<file path="src/rtl/rf_ctrl_pkg.sv">
// Shared constants, request record and helpers for the register-file writeback path.
// Used by rf_wb_arbiter and rr_arbiter.
package rf_ctrl_pkg;

  localparam int REG_COUNT  = 32;
  localparam int DEF_ADDR_W = 5;
  localparam int DEF_N      = 32;

  typedef struct packed {
    logic [DEF_ADDR_W-1:0] addr;
    logic [DEF_N-1:0]      data;
  } wb_req_t;

  // Position of the set bit in a one-hot vector of up to four requesters; zero when empty.
  function automatic logic [1:0] onehot_to_idx(input logic [3:0] oh);
    logic [1:0] idx;
    idx = 2'd0;
    for (int i = 0; i < 4; i++) begin
      if (oh[i]) idx = 2'(i);
    end
    return idx;
  endfunction

endpackage

</file>
<file path="src/rtl/rr_arbiter.sv">
// Round-robin arbiter: the search starts one past the last winner, and the pointer
// moves to the winner whenever the grant is taken (accept_i).
module rr_arbiter
  import rf_ctrl_pkg::*;
#(
  parameter int NREQ  = 2,
  parameter int IDX_W = (NREQ > 1) ? $clog2(NREQ) : 1
) (
  input  logic             clk,
  input  logic             rst_n,
  input  logic [NREQ-1:0]  req_i,
  input  logic             accept_i,
  output logic [NREQ-1:0]  grant_o,
  output logic [IDX_W-1:0] grant_idx_o
);

  logic [IDX_W-1:0] ptr_q, ptr_d;
  logic             found;

  // The outer loop walks the priority distance, so the first hit is the nearest requester after ptr.
  always_comb begin
    grant_o = '0;
    found   = 1'b0;
    for (int off = 1; off <= NREQ; off++) begin
      for (int i = 0; i < NREQ; i++) begin
        if (!found && req_i[i] && (i == (int'(ptr_q) + off) % NREQ)) begin
          grant_o[i] = 1'b1;
          found      = 1'b1;
        end
      end
    end
  end

  assign grant_idx_o = IDX_W'(onehot_to_idx(4'(grant_o)));

  always_comb begin
    ptr_d = ptr_q;
    if (accept_i && found) ptr_d = grant_idx_o;
  end

  always_ff @(posedge clk or negedge rst_n) begin
    if (!rst_n) begin
      ptr_q <= IDX_W'(NREQ - 1);
    end else begin
      ptr_q <= ptr_d;
    end
  end

endmodule

</file>
<file path="src/rtl/rf_wb_arbiter.sv">
// Shares the register-file write port among NREQ writeback requesters through one-entry buffers.
// Optional macro RF_WB_BYPASS_EN lets a fresh request win arbitration in its accept cycle.
module rf_wb_arbiter
  import rf_ctrl_pkg::*;
#(
  parameter int NREQ   = 2,
  parameter int N      = DEF_N,
  parameter int ADDR_W = DEF_ADDR_W
) (
  input  logic                    clk,
  input  logic                    rst,
  input  logic [NREQ-1:0]         req_valid,
  output logic [NREQ-1:0]         req_ready,
  input  logic [NREQ*ADDR_W-1:0]  req_addr,
  input  logic [NREQ*N-1:0]       req_data,
  output logic [ADDR_W-1:0]       writeReg,
  output logic                    regWrite,
  output logic [N-1:0]            data,
  output logic [$clog2(NREQ)-1:0] grant_id,
  output logic [REG_COUNT-1:0]    pending
);

  localparam int IDX_W = $clog2(NREQ);

  logic [NREQ-1:0]   buf_valid_q, buf_valid_d;
  logic [ADDR_W-1:0] buf_addr_q [NREQ];
  logic [ADDR_W-1:0] buf_addr_d [NREQ];
  logic [N-1:0]      buf_data_q [NREQ];
  logic [N-1:0]      buf_data_d [NREQ];

  logic              regWrite_q, regWrite_d;
  logic [ADDR_W-1:0] writeReg_q, writeReg_d;
  logic [N-1:0]      data_q, data_d;
  logic [IDX_W-1:0]  grant_id_q, grant_id_d;

  logic [NREQ-1:0]   take, cand, grant;
  logic [IDX_W-1:0]  grant_idx;
  logic [ADDR_W-1:0] win_addr;
  logic [N-1:0]      win_data;

  assign req_ready = ~buf_valid_q;

  // Writes to x0 complete the handshake but never occupy a buffer or the write port.
  always_comb begin
    take = '0;
    for (int i = 0; i < NREQ; i++) begin
      take[i] = req_valid[i] && !buf_valid_q[i] && (req_addr[i*ADDR_W +: ADDR_W] != '0);
    end
  end

`ifdef RF_WB_BYPASS_EN
  assign cand = buf_valid_q | take;
`else
  assign cand = buf_valid_q;
`endif

  rr_arbiter #(
    .NREQ  (NREQ),
    .IDX_W (IDX_W)
  ) u_arb (
    .clk         (clk),
    .rst_n       (rst),
    .req_i       (cand),
    .accept_i    (1'b1),
    .grant_o     (grant),
    .grant_idx_o (grant_idx)
  );

  // A granted requester with an empty buffer can only be a bypassed incoming transfer.
  always_comb begin
    win_addr = '0;
    win_data = '0;
    for (int i = 0; i < NREQ; i++) begin
      if (grant[i]) begin
        if (buf_valid_q[i]) begin
          win_addr = buf_addr_q[i];
          win_data = buf_data_q[i];
        end else begin
          win_addr = req_addr[i*ADDR_W +: ADDR_W];
          win_data = req_data[i*N +: N];
        end
      end
    end
  end

  always_comb begin
    buf_valid_d = (buf_valid_q & ~grant) | (take & ~grant);
    for (int i = 0; i < NREQ; i++) begin
      buf_addr_d[i] = take[i] ? req_addr[i*ADDR_W +: ADDR_W] : buf_addr_q[i];
      buf_data_d[i] = take[i] ? req_data[i*N +: N] : buf_data_q[i];
    end
    regWrite_d = |grant;
    writeReg_d = (|grant) ? win_addr  : writeReg_q;
    data_d     = (|grant) ? win_data  : data_q;
    grant_id_d = (|grant) ? grant_idx : grant_id_q;
  end

  // Hazard view: every register with a write still buffered, in flight, or bypassing this cycle.
  always_comb begin
    pending = '0;
    for (int i = 0; i < NREQ; i++) begin
      if (buf_valid_q[i]) pending[buf_addr_q[i]] = 1'b1;
    end
    if (regWrite_q) pending[writeReg_q] = 1'b1;
`ifdef RF_WB_BYPASS_EN
    if (|(grant & ~buf_valid_q)) pending[win_addr] = 1'b1;
`endif
    pending[0] = 1'b0;
  end

  always_ff @(posedge clk or negedge rst) begin
    if (!rst) begin
      buf_valid_q <= '0;
      for (int i = 0; i < NREQ; i++) begin
        buf_addr_q[i] <= '0;
        buf_data_q[i] <= '0;
      end
      regWrite_q <= 1'b0;
      writeReg_q <= '0;
      data_q     <= '0;
      grant_id_q <= '0;
    end else begin
      buf_valid_q <= buf_valid_d;
      buf_addr_q  <= buf_addr_d;
      buf_data_q  <= buf_data_d;
      regWrite_q  <= regWrite_d;
      writeReg_q  <= writeReg_d;
      data_q      <= data_d;
      grant_id_q  <= grant_id_d;
    end
  end

  assign regWrite = regWrite_q;
  assign writeReg = writeReg_q;
  assign data     = data_q;
  assign grant_id = grant_id_q;

endmodule

</file>
<file path="config.mk">
export PLATFORM = sky130hd
export DESIGN_NAME = rf_wb_arbiter
export DESIGN_NICKNAME = d
export VERILOG_FILES = /design/src/rtl/rf_ctrl_pkg.sv /design/src/rtl/rr_arbiter.sv /design/src/rtl/rf_wb_arbiter.sv
export SDC_FILE = /design/constraint.sdc
export NUM_CORES = 1
export LEC_CHECK = 0
export ABC_AREA = 1
export CORE_ASPECT_RATIO = 1.25
export CORE_MARGIN = 5
export CORE_UTILIZATION = 45
export CTS_CLUSTER_SIZE = 40
export DETAILED_ROUTE_END_ITERATION = 6
export PLACE_DENSITY = 0.75
export SETUP_SLACK_MARGIN = 0.02
export SKIP_CTS_REPAIR_TIMING = 1
export SLEW_MARGIN = 5
export SYNTH_ARGS = -nofsm -noshare
export SYNTH_HDL_FRONTEND = slang
export SYNTH_SLANG_ARGS = --single-unit
</file>
<file path="constraint.sdc">
create_clock -name clk -period 1.4 [get_ports clk]
set_clock_uncertainty 0.05 [all_clocks]
set_input_delay 0.28 -clock clk [delete_from_list [all_inputs] [get_ports clk]]
set_output_delay 0.28 -clock clk [all_outputs]
set_load 0.01 [all_outputs]
</file>
=== Word level (Yosys, flattened, before mapping) ===
Cells that the tools add are included.

* Div/mod/pow operators: 0
* Reduce and logical (&&, ||, !) cells: 24
* Magnitude comparators: 6
* Shift operators: 0
* Equality and inequality tests: 2
* Multiplexer cells: 25
* Add/sub/neg operators: 2
* Bitwise operators: 9
* Multipliers: 0

{| class="wikitable"
|+ Operator list
! operator !! count
|-
| $mux 32 || 7
|-
| $logic_not 32->1 || 2
|-
| $or 32x32->32 || 2
|-
| $mux 5 || 4
|-
| $lt 5x6->1 const B || 3
|-
| $demux 1 s5 || 3
|-
| $ge 5x1->1 const B || 3
|-
| $logic_and 1x1->1 || 14
|-
| $mux 1 || 11
|-
| $reduce_bool 5->1 || 2
|-
| $logic_not 1->1 || 5
|-
| $and 2x2->2 || 2
|-
| $eq 2x2->1 const A || 2
|-
| $not 2->2 || 2
|-
| $add 1x1->1 const B || 2
|-
| $and 1x1->1 const A || 2
|-
| $or 2x2->2 || 1
|-
| $reduce_or 2->1 || 1
|}

* Bits in writable memories: 0
* Output and inout port bits: 73
* Bits in read-only memories: 0
* Memories: 0
* Register bits after elaboration: 116
* Latch bits: 0

=== Longest topological paths before layout ===
Gate-level depths: netlist of run 1.

* Depth after elaboration: 20
* Depth in mapped cells: 7
* Mapped depth without buffers: 6

=== Cells and area by module ===
From an unflattened synthesis of run 1, not the netlist that was laid out.

* Cell total of the unflattened synthesis: 902
* Area, all modules: 6535.0 um^2

{| class="wikitable"
|+ By module, submodules not included
! module !! seq. area each (um^2) !! cells an instance !! area an instance (um^2) !! instances
|-
| rf_wb_arbiter || 2877.8 || 893 || 6466.2 || 1
|-
| rr_arbiter || 26.3 || 9 || 68.8 || 1
|}

=== Worst setup path before layout of run 1 ===
Ideal clock, no wire load.

* Kind: register -> output
* Start point: register writeReg_q[1] (netlist: writeReg[1])
* End point: output port pending[16]
* Data required time: 1.070 ns
* Path slack: -0.066 ns
* Stages on the path, launching flop included: 4
* Arrival time: 1.136 ns
* Cells stage by stage: dfrtp_1 -> nor3_1 -> nand2_1 -> nand3_1

* Word-level cells in the longest chain between the ends: 6

{| class="wikitable"
|+ RTL lines
! element !! line !! source
|-
| start: declaration || rf_wb_arbiter.sv:32 || <nowiki>logic [ADDR_W-1:0] writeReg_q, writeReg_d;</nowiki>
|-
| start signal: assignment || rf_wb_arbiter.sv:127 || <nowiki>writeReg_q <= writeReg_d;</nowiki>
|-
| $lt 5x6->1 (not written as such) / $ge 5x1->1 (equally long branches) || rf_wb_arbiter.sv:104 || <nowiki>if (regWrite_q) pending[writeReg_q] = 1'b1;</nowiki>
|-
| $logic_and 1x1->1 (not written as such) || rf_wb_arbiter.sv:104 ||
|-
| $mux 1 (not written as such) || rf_wb_arbiter.sv:104 ||
|-
| $demux 1 s5 * || rf_wb_arbiter.sv:104 ||
|-
| $or 32x32->32 (no line) * || - ||
|-
| $mux 32 * || rf_wb_arbiter.sv:104 ||
|-
| end: declaration || rf_wb_arbiter.sv:20 || <nowiki>output logic [REG_COUNT-1:0] pending</nowiki>
|}

Every way passes the cells marked *; elsewhere a longest branch is shown, timed or not.

=== Worst setup path in the final report of run 1 ===
* Start point: register writeReg_q[2] (netlist: writeReg[2])
* End point: output port pending[4]

The elaborated chain is that of the path after synthesis.

==> metrics.yaml, run 1 <==
critical_path:
  crit_slowest_cell: "dfrtp_1"
  cp.arrival_ns: 1.54
  max_stage_delay_ns: 0.45
  worstReg2RegEnd: "buf_addr_q[8]$_DFFE_PN0P_"
  startpoint: "writeReg[2]$_DFFE_PN0P_"
  crit_fanout: 4
  cp_cell_sequence: "inv_4 > nor3_4 > buf_6 > nand2_1 > nand3_1 > buf_2"
  r2r_slack_ns: -0.07
  crit_path_start_kind: "register"
  rr_startpoint: "buf_valid_q[0]$_DFF_PN0_"
  rr_worst_depth: 6
  required_ns: 1.07
  path_class: "reg -> out"
  cp-end-kind: "output pin"
floorplanning:
  dieArea_sq_um: 15000
  die_height_um: 136
  floorplan.initialDensity_pct: 46.2
  num_io_pins: 151
  coreArea_sq_um: 12300
  fp.dieW_um: 110
  num_rows: 45
flow_run:
  maxCapViolCount: 0
power:
  p_leak_nw: 5.15
  peakVddDrop_uv: 1230
  fin_total_pwr_mw: 21.9
  p_per_area_nw_per_um2: 2290
hold_path:
  worst_hold_path_type: "in -> async"
clock_network:
  root_buffer: "clkbuf_16"
  tritoncts: "yes"
  cts_buffer_depth: 2
  cts_made_buffers: 17
  cts.clk_slew.worst_paths_ns: 0.06
  clk-insertion-delay-late_ns: 0.40
  cts_sinks: 116
  htreeDepth: 4
grt:
  grt_pass1_vias: 5688
  grt_pass1_wl_um: 29200
  grtUsageTotal_pct: 24.4
  antenna_found_initial: 0
  grt_max_degree: 35
  overflow: 0
logic_synthesis:
  ys_warn_count: 0
  syn_nets: 839
  synth-seq-area-share_pct: 51.2
  yosys_register_bits: 116
  syn_avg_cell_area_sq_um: 7.45
  synth_area_sq_um: 5670
  synthDistinctLibCells: 20
  synth_cells: 761
layout:
  drive_gt1_share_pct: 33.8
  final_nets: 1077
  syn_to_final_growth_pct: 68.3
  final_cells: 1176
  diodes: 0
  n_fill_cell: 864
outcome:
  status: "complete, but fails checks"
  violations: "negative setup slack"
detailed_routing:
  drc: 0
  wl_per_cell_um: 17.5
  via_count: 6189
  routed_wl_um: 20600
  first_iter_violations: 492
  vias_per_cell: 5.26
  ant_nets: 0
  drtPass1Iterations: 5
placed_design:
  gp_congestion: 0.961
  port_buffers: 149
  pre_cts_slack_ns: -0.569
  dp_hpwl_um: 13200
  placedCellCount: 1127
timing:
  slew_viol_final: 0
  max_freq_mhz: 534
  hold_ws_ns: 0.306
  worst_slack_ns: -0.472
  finalCriticalPeriod_ns: 1.87
  rsz0062_at_grt: "yes"
  hold_viol_final: 0
  fin_crit_sh_pct: 134
  fin_setup_tns_ns: -14.87
  setup_viol: 68
-- cell usage in the layout, fill, tap and decap left out, types with 2 or more instances in the layout --
master           instances
inv_6                    3
o211ai_1                 2
buf_12                   9
nand2_4                 25
nor2_1                  10
clkdlybuf4s50_1         76
dlymetal6s2s_1          33
nand3_2                 18
o21ai_0                  3
dfrtp_2                 13
clkinvlp_4               3
inv_4                    2
dfrtp_1                102
clkinv_4                 3
buf_2                   15
nor2_2                  10
nor2_4                  15
clkbuf_2                 2
buf_4                   64
inv_1                   13
inv_2                    7
clkbuf_16               21
nand3_1                121
nand2_1                308
bufinv_16                5
nor3_2                   7
nor3_4                   3
nand2_2                 61
buf_6                   46
buf_8                    5
-- state kept, by name (all words and copies together), names as in the netlist --
name / cells
buf_data_q: 64
data: 32
buf_addr_q: 10
writeReg: 5
buf_valid_q: 2
grant_id: 1
regWrite: 1
u_arb.ptr_q: 1
-- synthesized netlist by cell type (all sizes together) --
| cell type | number | area share (%) |
|---|---|---|
| o21ai | 4 | 0.35 |
| dfstp | 1 | 0.46 |
| nand3 | 139 | 12 |
| nor2 | 35 | 2.6 |
| inv | 23 | 1.5 |
| o211ai | 2 | 0.26 |
| clkbuf | 6 | 0.40 |
| nand2 | 394 | 26 |
| nor3 | 10 | 1.1 |
| conb | 1 | 0.066 |
| dfrtp | 115 | 51 |
| or2 | 1 | 0.11 |
| buf | 30 | 3.9 |
-- metrics by stage --
stage               util [%]  instance area, sq um
finish                  77.8                  9550
floorplan                  -                  5680
detailed placement      64.6                  7930
global placement        64.6                  7930
CTS                     69.8                  8570
global route            77.8                  9550
-- power by group --
part           internal [mW]  leakage [nW]  switching (mW)
combinational           5.11          3.43            5.64
clock                   3.05         0.304            1.61
sequential              5.04          1.42            1.41
total                   13.2          5.15            8.66
-- worst max-delay path: cells and delay by family, from the launching register on --
family	cells	cell delay, ns
flip-flops	1	0.45
buffers and inverters	3	0.35
AND/OR/NAND/NOR	3	0.34
-- per-layer routing --
| metal | share of wire, % | vias up | global-route usage, % | wire length (um) |
|---|---|---|---|---|
| li1 | - | 2897 | - | - |
| met1 | 38 | 2952 | 29.1 | 7860 |
| met2 | 53 | 294 | 44.0 | 11000 |
| met3 | 5.9 | 46 | 4.78 | 1230 |
| met4 | 2.7 | 0 | 8.28 | 548 |
| met5 | 0 | - | 0 | 0 |
-- area by class of cell --
class | instances | area (sq um) | share of cell area, %
clock buffer | 18 | 439 | 4.60
clock inverter | 14 | 200 | 2.10
inverter | 23 | 118 | 1.23
multi-input combinational | 586 | 3040 | 31.9
sequential | 116 | 2920 | 30.6
tap | 164 | 205 | 2.15
timing repair buffer | 255 | 2620 | 27.5
-- cells by family (layout without fill, tap and decap cells) --
logic type | Yosys count | count (layout) | synth area share [%]
AOI/OAI and AO/OA | 6 | 6 | 0.617
buffers and inverters | 59 | 310 | 5.82
DFF | 116 | 116 | 51.2
other | 1 | 1 | 0.0661
and+or+nand+nor | 579 | 579 | 42.3
-- worst max path at each step --
stage,slack [ns],end,cells after the start
3_5_place_dp,-0.57,pending[6],5
3_3_place_gp,-0.59,pending[6],5
2_1_floorplan,0.03,pending[4],4
6_report,-0.47,pending[4],6
4_1_cts,-1.01,pending[6],6
5_1_grt,-0.55,pending[7],6
Power figures use the tool's default switching activity.
==> run 2, diff against run 1 <==
--- a/config.mk
+++ b/config.mk
@@ -5,10 +5,10 @@
 export SDC_FILE = /design/constraint.sdc
 export NUM_CORES = 1
 export LEC_CHECK = 0
-export ABC_AREA = 1
 export CORE_ASPECT_RATIO = 1.25
 export CORE_MARGIN = 5
 export CORE_UTILIZATION = 45
+export CTS_CLUSTER_DIAMETER = 200
 export CTS_CLUSTER_SIZE = 40
 export DETAILED_ROUTE_END_ITERATION = 6
 export PLACE_DENSITY = 0.75
==> metrics.yaml, run 2 <==
clock_network:
  cts_made_buffers: 17  # unchanged
  root_buffer: "clkbuf_16"
  tritoncts: "yes"
  clk-insertion-delay-late_ns: 0.41  # about the same
  cts_sinks: 116  # unchanged
  cts_buffer_depth: 2  # unchanged
  htreeDepth: 4  # unchanged
  cts.clk_slew.worst_paths_ns: 0.06  # about the same
critical_path:
  crit_fanout: 5  # +1
  crit_path_start_kind: "register"
  cp.arrival_ns: 1.88  # +0.34 ns
  r2r_slack_ns: -0.36  # -0.29 ns
  crit_top_cell: "buf_4"
  path_class: "reg -> out"
  crit_slowest_cell: "dfrtp_2"
  rr_startpoint: "buf_valid_q[1]$_DFF_PN0_"
  worstReg2RegEnd: "buf_addr_q[1]$_DFFE_PN0P_"
  rr_worst_depth: 8  # +2
  cp-end-kind: "output pin"
  startpoint: "buf_addr_q[3]$_DFFE_PN0P_"
  max_stage_delay_ns: 0.46  # about the same
  required_ns: 1.07  # about the same
  cp_cell_sequence: "buf_4 > nor3b_4 > buf_6 > buf_4 > a22oi_1 > nand2_1 > buf_2"
detailed_routing:
  wl_per_cell_um: 23.2  # +33%
  first_iter_violations: 522  # +6.1%
  drc: 0  # unchanged
  via_count: 5648  # -8.7%
  ant_nets: 0  # unchanged
  routed_wl_um: 22500  # +9.2%
  drtPass1Iterations: 6  # +1
  vias_per_cell: 5.83  # +11%
power:
  p_leak_nw: 4.97  # -3.6%
  p_int_mw: 13.1  # -0.40%
  peakVddDrop_uv: 1370  # +11%
  pwr-share-seq_pct: 29.0  # -0.5 points
  p_sw_mw: 6.77  # -22%
  fin_total_pwr_mw: 19.9  # -8.9%
  p_per_area_nw_per_um2: 1980  # -14%
  clkPwrFrac_pct: 23.2  # +1.9 points
  swShare_pct: 34.0  # -5.6 points
  comb_power_share_pct: 47.8  # -1.4 points
logic_synthesis:
  synthDistinctLibCells: 29  # +45%
  ys_top_cells_by_count: "115 x dfrtp_1, 99 x nand2_1, 64 x mux2_2, 37 x mux2i_1, 37 x o221a_2"
  syn_avg_cell_area_sq_um: 11.7  # +57%
  ys.flop_type: "dfrtp_1"
  async_reset_ff_share_pct: 100  # unchanged
  synth.area.top_cells: "dfrtp_1 50%, mux2_2 13%, o221a_2 7.3%"
  synth-seq-area-share_pct: 50.6  # -0.56 points
  yosys_register_bits: 116  # unchanged
  synth_top_cell_by_area: "dfrtp_1"
  yosysTopAreaCellShare_pct: 50.2  # -0.55 points
  synth_edf_count: 0  # unchanged
  ys_warn_count: 0  # unchanged
  synth_area_sq_um: 5730  # +1.1%
  syn_nets: 568  # -32%
  yosysMostFrequentCell: "dfrtp_1"
  synth_cells: 490  # -36%
grt:
  antenna_found_initial: 0  # unchanged
  grt_max_degree: 41  # +17%
  grt_pass1_wl_um: 27900  # -4.5%
  overflow: 0  # unchanged
  grt_pass1_vias: 5435  # -4.4%
  grtUsageTotal_pct: 22.9  # -1.4 points
placed_design:
  dpl_cell_area_sq_um: 8160  # +2.9%
  gp_congestion: 0.906  # -5.7%
  placedCellCount: 852  # -24%
  dp_hpwl_um: 12100  # -8.5%
  port_buffers: 149  # unchanged
  pre_cts_slack_ns: -0.822  # -0.253 ns
timing:
  rsz0062_at_grt: "yes"
  max_freq_mhz: 452  # -15%
  hold_viol_final: 0  # unchanged
  finalCriticalPeriod_ns: 2.21  # +0.342 ns
  slew_viol_final: 0  # unchanged
  worst_slack_ns: -0.814  # -0.342 ns
  setup_viol: 150  # +120%
  fin_crit_sh_pct: 158  # +24 points
hold_path:
  worst_hold_path_type: "in -> reg"
  hp-start: "req_addr[9]"
  holdPathStages: 2
  whs_endpoint: "buf_addr_q[4]$_DFFE_PN0P_"
floorplanning:
  die_height_um: 136  # +0.51%
  fp.dieW_um: 111  # +0.50%
  num_io_pins: 151  # unchanged
  floorplan.initialDensity_pct: 45.5  # -0.71 points
  coreArea_sq_um: 12600  # +2.7%
  dieArea_sq_um: 15100  # +1.0%
  num_rows: 46  # +2.2%
layout:
  layout_common_cells: "102 x dfrtp_1, 98 x nand2_1, 93 x buf_4, 68 x clkdlybuf4s50_1, 62 x buf_6"
  final_nets: 864  # -20%
  syn_to_final_growth_pct: 75.5
  fin_area_sq_um: 10100  # +5.4%
  final_cells: 968  # -18%
  drive_gt1_share_pct: 52.7  # +19 points
  top_register: "buf_data_q"
  largest_register_ffs: 64  # unchanged
  final_common_cell: "dfrtp_1"
outcome:
  status: "complete, but fails checks"
  violations: "negative setup slack"
flow_run:
  maxCapViolCount: 0  # unchanged
[run 2: cell count changes in the layout (fill, tap and decap cells not counted), moves of 15 or more]
cell,before,now
mux2_4,0,19
mux2_2,0,45
nand2_2,61,0
o221a_2,0,32
nand3_2,18,0
a22oi_2,0,27
buf_4,64,93
nand3_1,121,0
nand2_4,25,0
buf_6,46,62
nand2_1,308,98
mux2i_1,0,37
nor2_4,15,0
[run 2: worst max path at each step]
stage                                  to  slack (ns)  cells after the start
5_1_grt                       pending[14]       -0.88                      7
2_1_floorplan   buf_data_q[0]$_DFFE_PN0P_       -0.37                      4
4_1_cts                       pending[30]       -1.10                      4
6_report                       pending[7]       -0.81                      7
3_5_place_dp   buf_data_q[39]$_DFFE_PN0P_       -0.82                      5
3_3_place_gp   buf_data_q[35]$_DFFE_PN0P_       -0.80                      5
[run 2: worst max-delay path: cells and delay by family (launching register included)]
| kind | cells | cell delay [ns] |
|---|---|---|
| buffers and inverters | 4 | 0.57 |
| DFF | 1 | 0.46 |
| and+or+nand+nor | 2 | 0.37 |
| AOI/OAI and AO/OA | 1 | 0.09 |
[run 2: logic make-up (layout without fill, tap and decap cells)]
family	Yosys count	count (layout)	synth area share, %
AOI/OAI and AO/OA	86	86	14.2
buffers and inverters	46	355	4.04
DFF	116	116	50.6
muxes	101	101	19.0
other	1	2	0.0654
and+or+nand+nor	140	140	12.0
[run 2: layout make-up]
class	instances	area (sq um)
fillers	657	2540
diodes	1	2.50
inverters	5	23.8
clock buffers	20	447
clock inverters	12	179
multi-input cells	328	3030
well taps	168	210
flip-flops and latches	116	2920
repair buffers	318	3250
[run 2: per-layer routing]
layer	up-vias	global-route usage, %	wire, um
met5	-	0	0
met4	0	8.69	949
met3	96	6.37	1390
met2	328	41.7	12000
met1	2824	25.6	8150
li1	2400	-	-
[run 2: power groups by stage]
stage	combinational, mW	sequential (mW)	clock [mW]
floorplan	3.75	5.60	0
global placement	6.94	5.66	0
detailed placement	7.17	5.72	0
CTS	7.27	5.72	4.58
global route	9.98	5.89	4.79
finish	9.52	5.77	4.62
[run 2: stage by stage]
stage / setup TNS (ns) / util (%) / hold WS [ns]
2_1_floorplan: -22.60 / - / -0.0656
3_5_place_dp: -82.18 / 64.7 / 0.192
5_1_grt: -50.92 / 79.8 / 0.164
6_report: -46.49 / 79.9 / 0.147
3_3_place_gp: -79.43 / 64.7 / 0.190
4_1_cts: -78.33 / 69.7 / -0.237
==> run 3, diff against run 2 <==
--- a/config.mk
+++ b/config.mk
@@ -11,6 +11,7 @@
 export CTS_CLUSTER_DIAMETER = 200
 export CTS_CLUSTER_SIZE = 40
 export DETAILED_ROUTE_END_ITERATION = 6
+export HOLD_SLACK_MARGIN = 0.03
 export PLACE_DENSITY = 0.75
 export SETUP_SLACK_MARGIN = 0.02
 export SKIP_CTS_REPAIR_TIMING = 1
==> results of run 3 <==
Same layout as run 2: the final DEF is identical, and so are final timing and power.
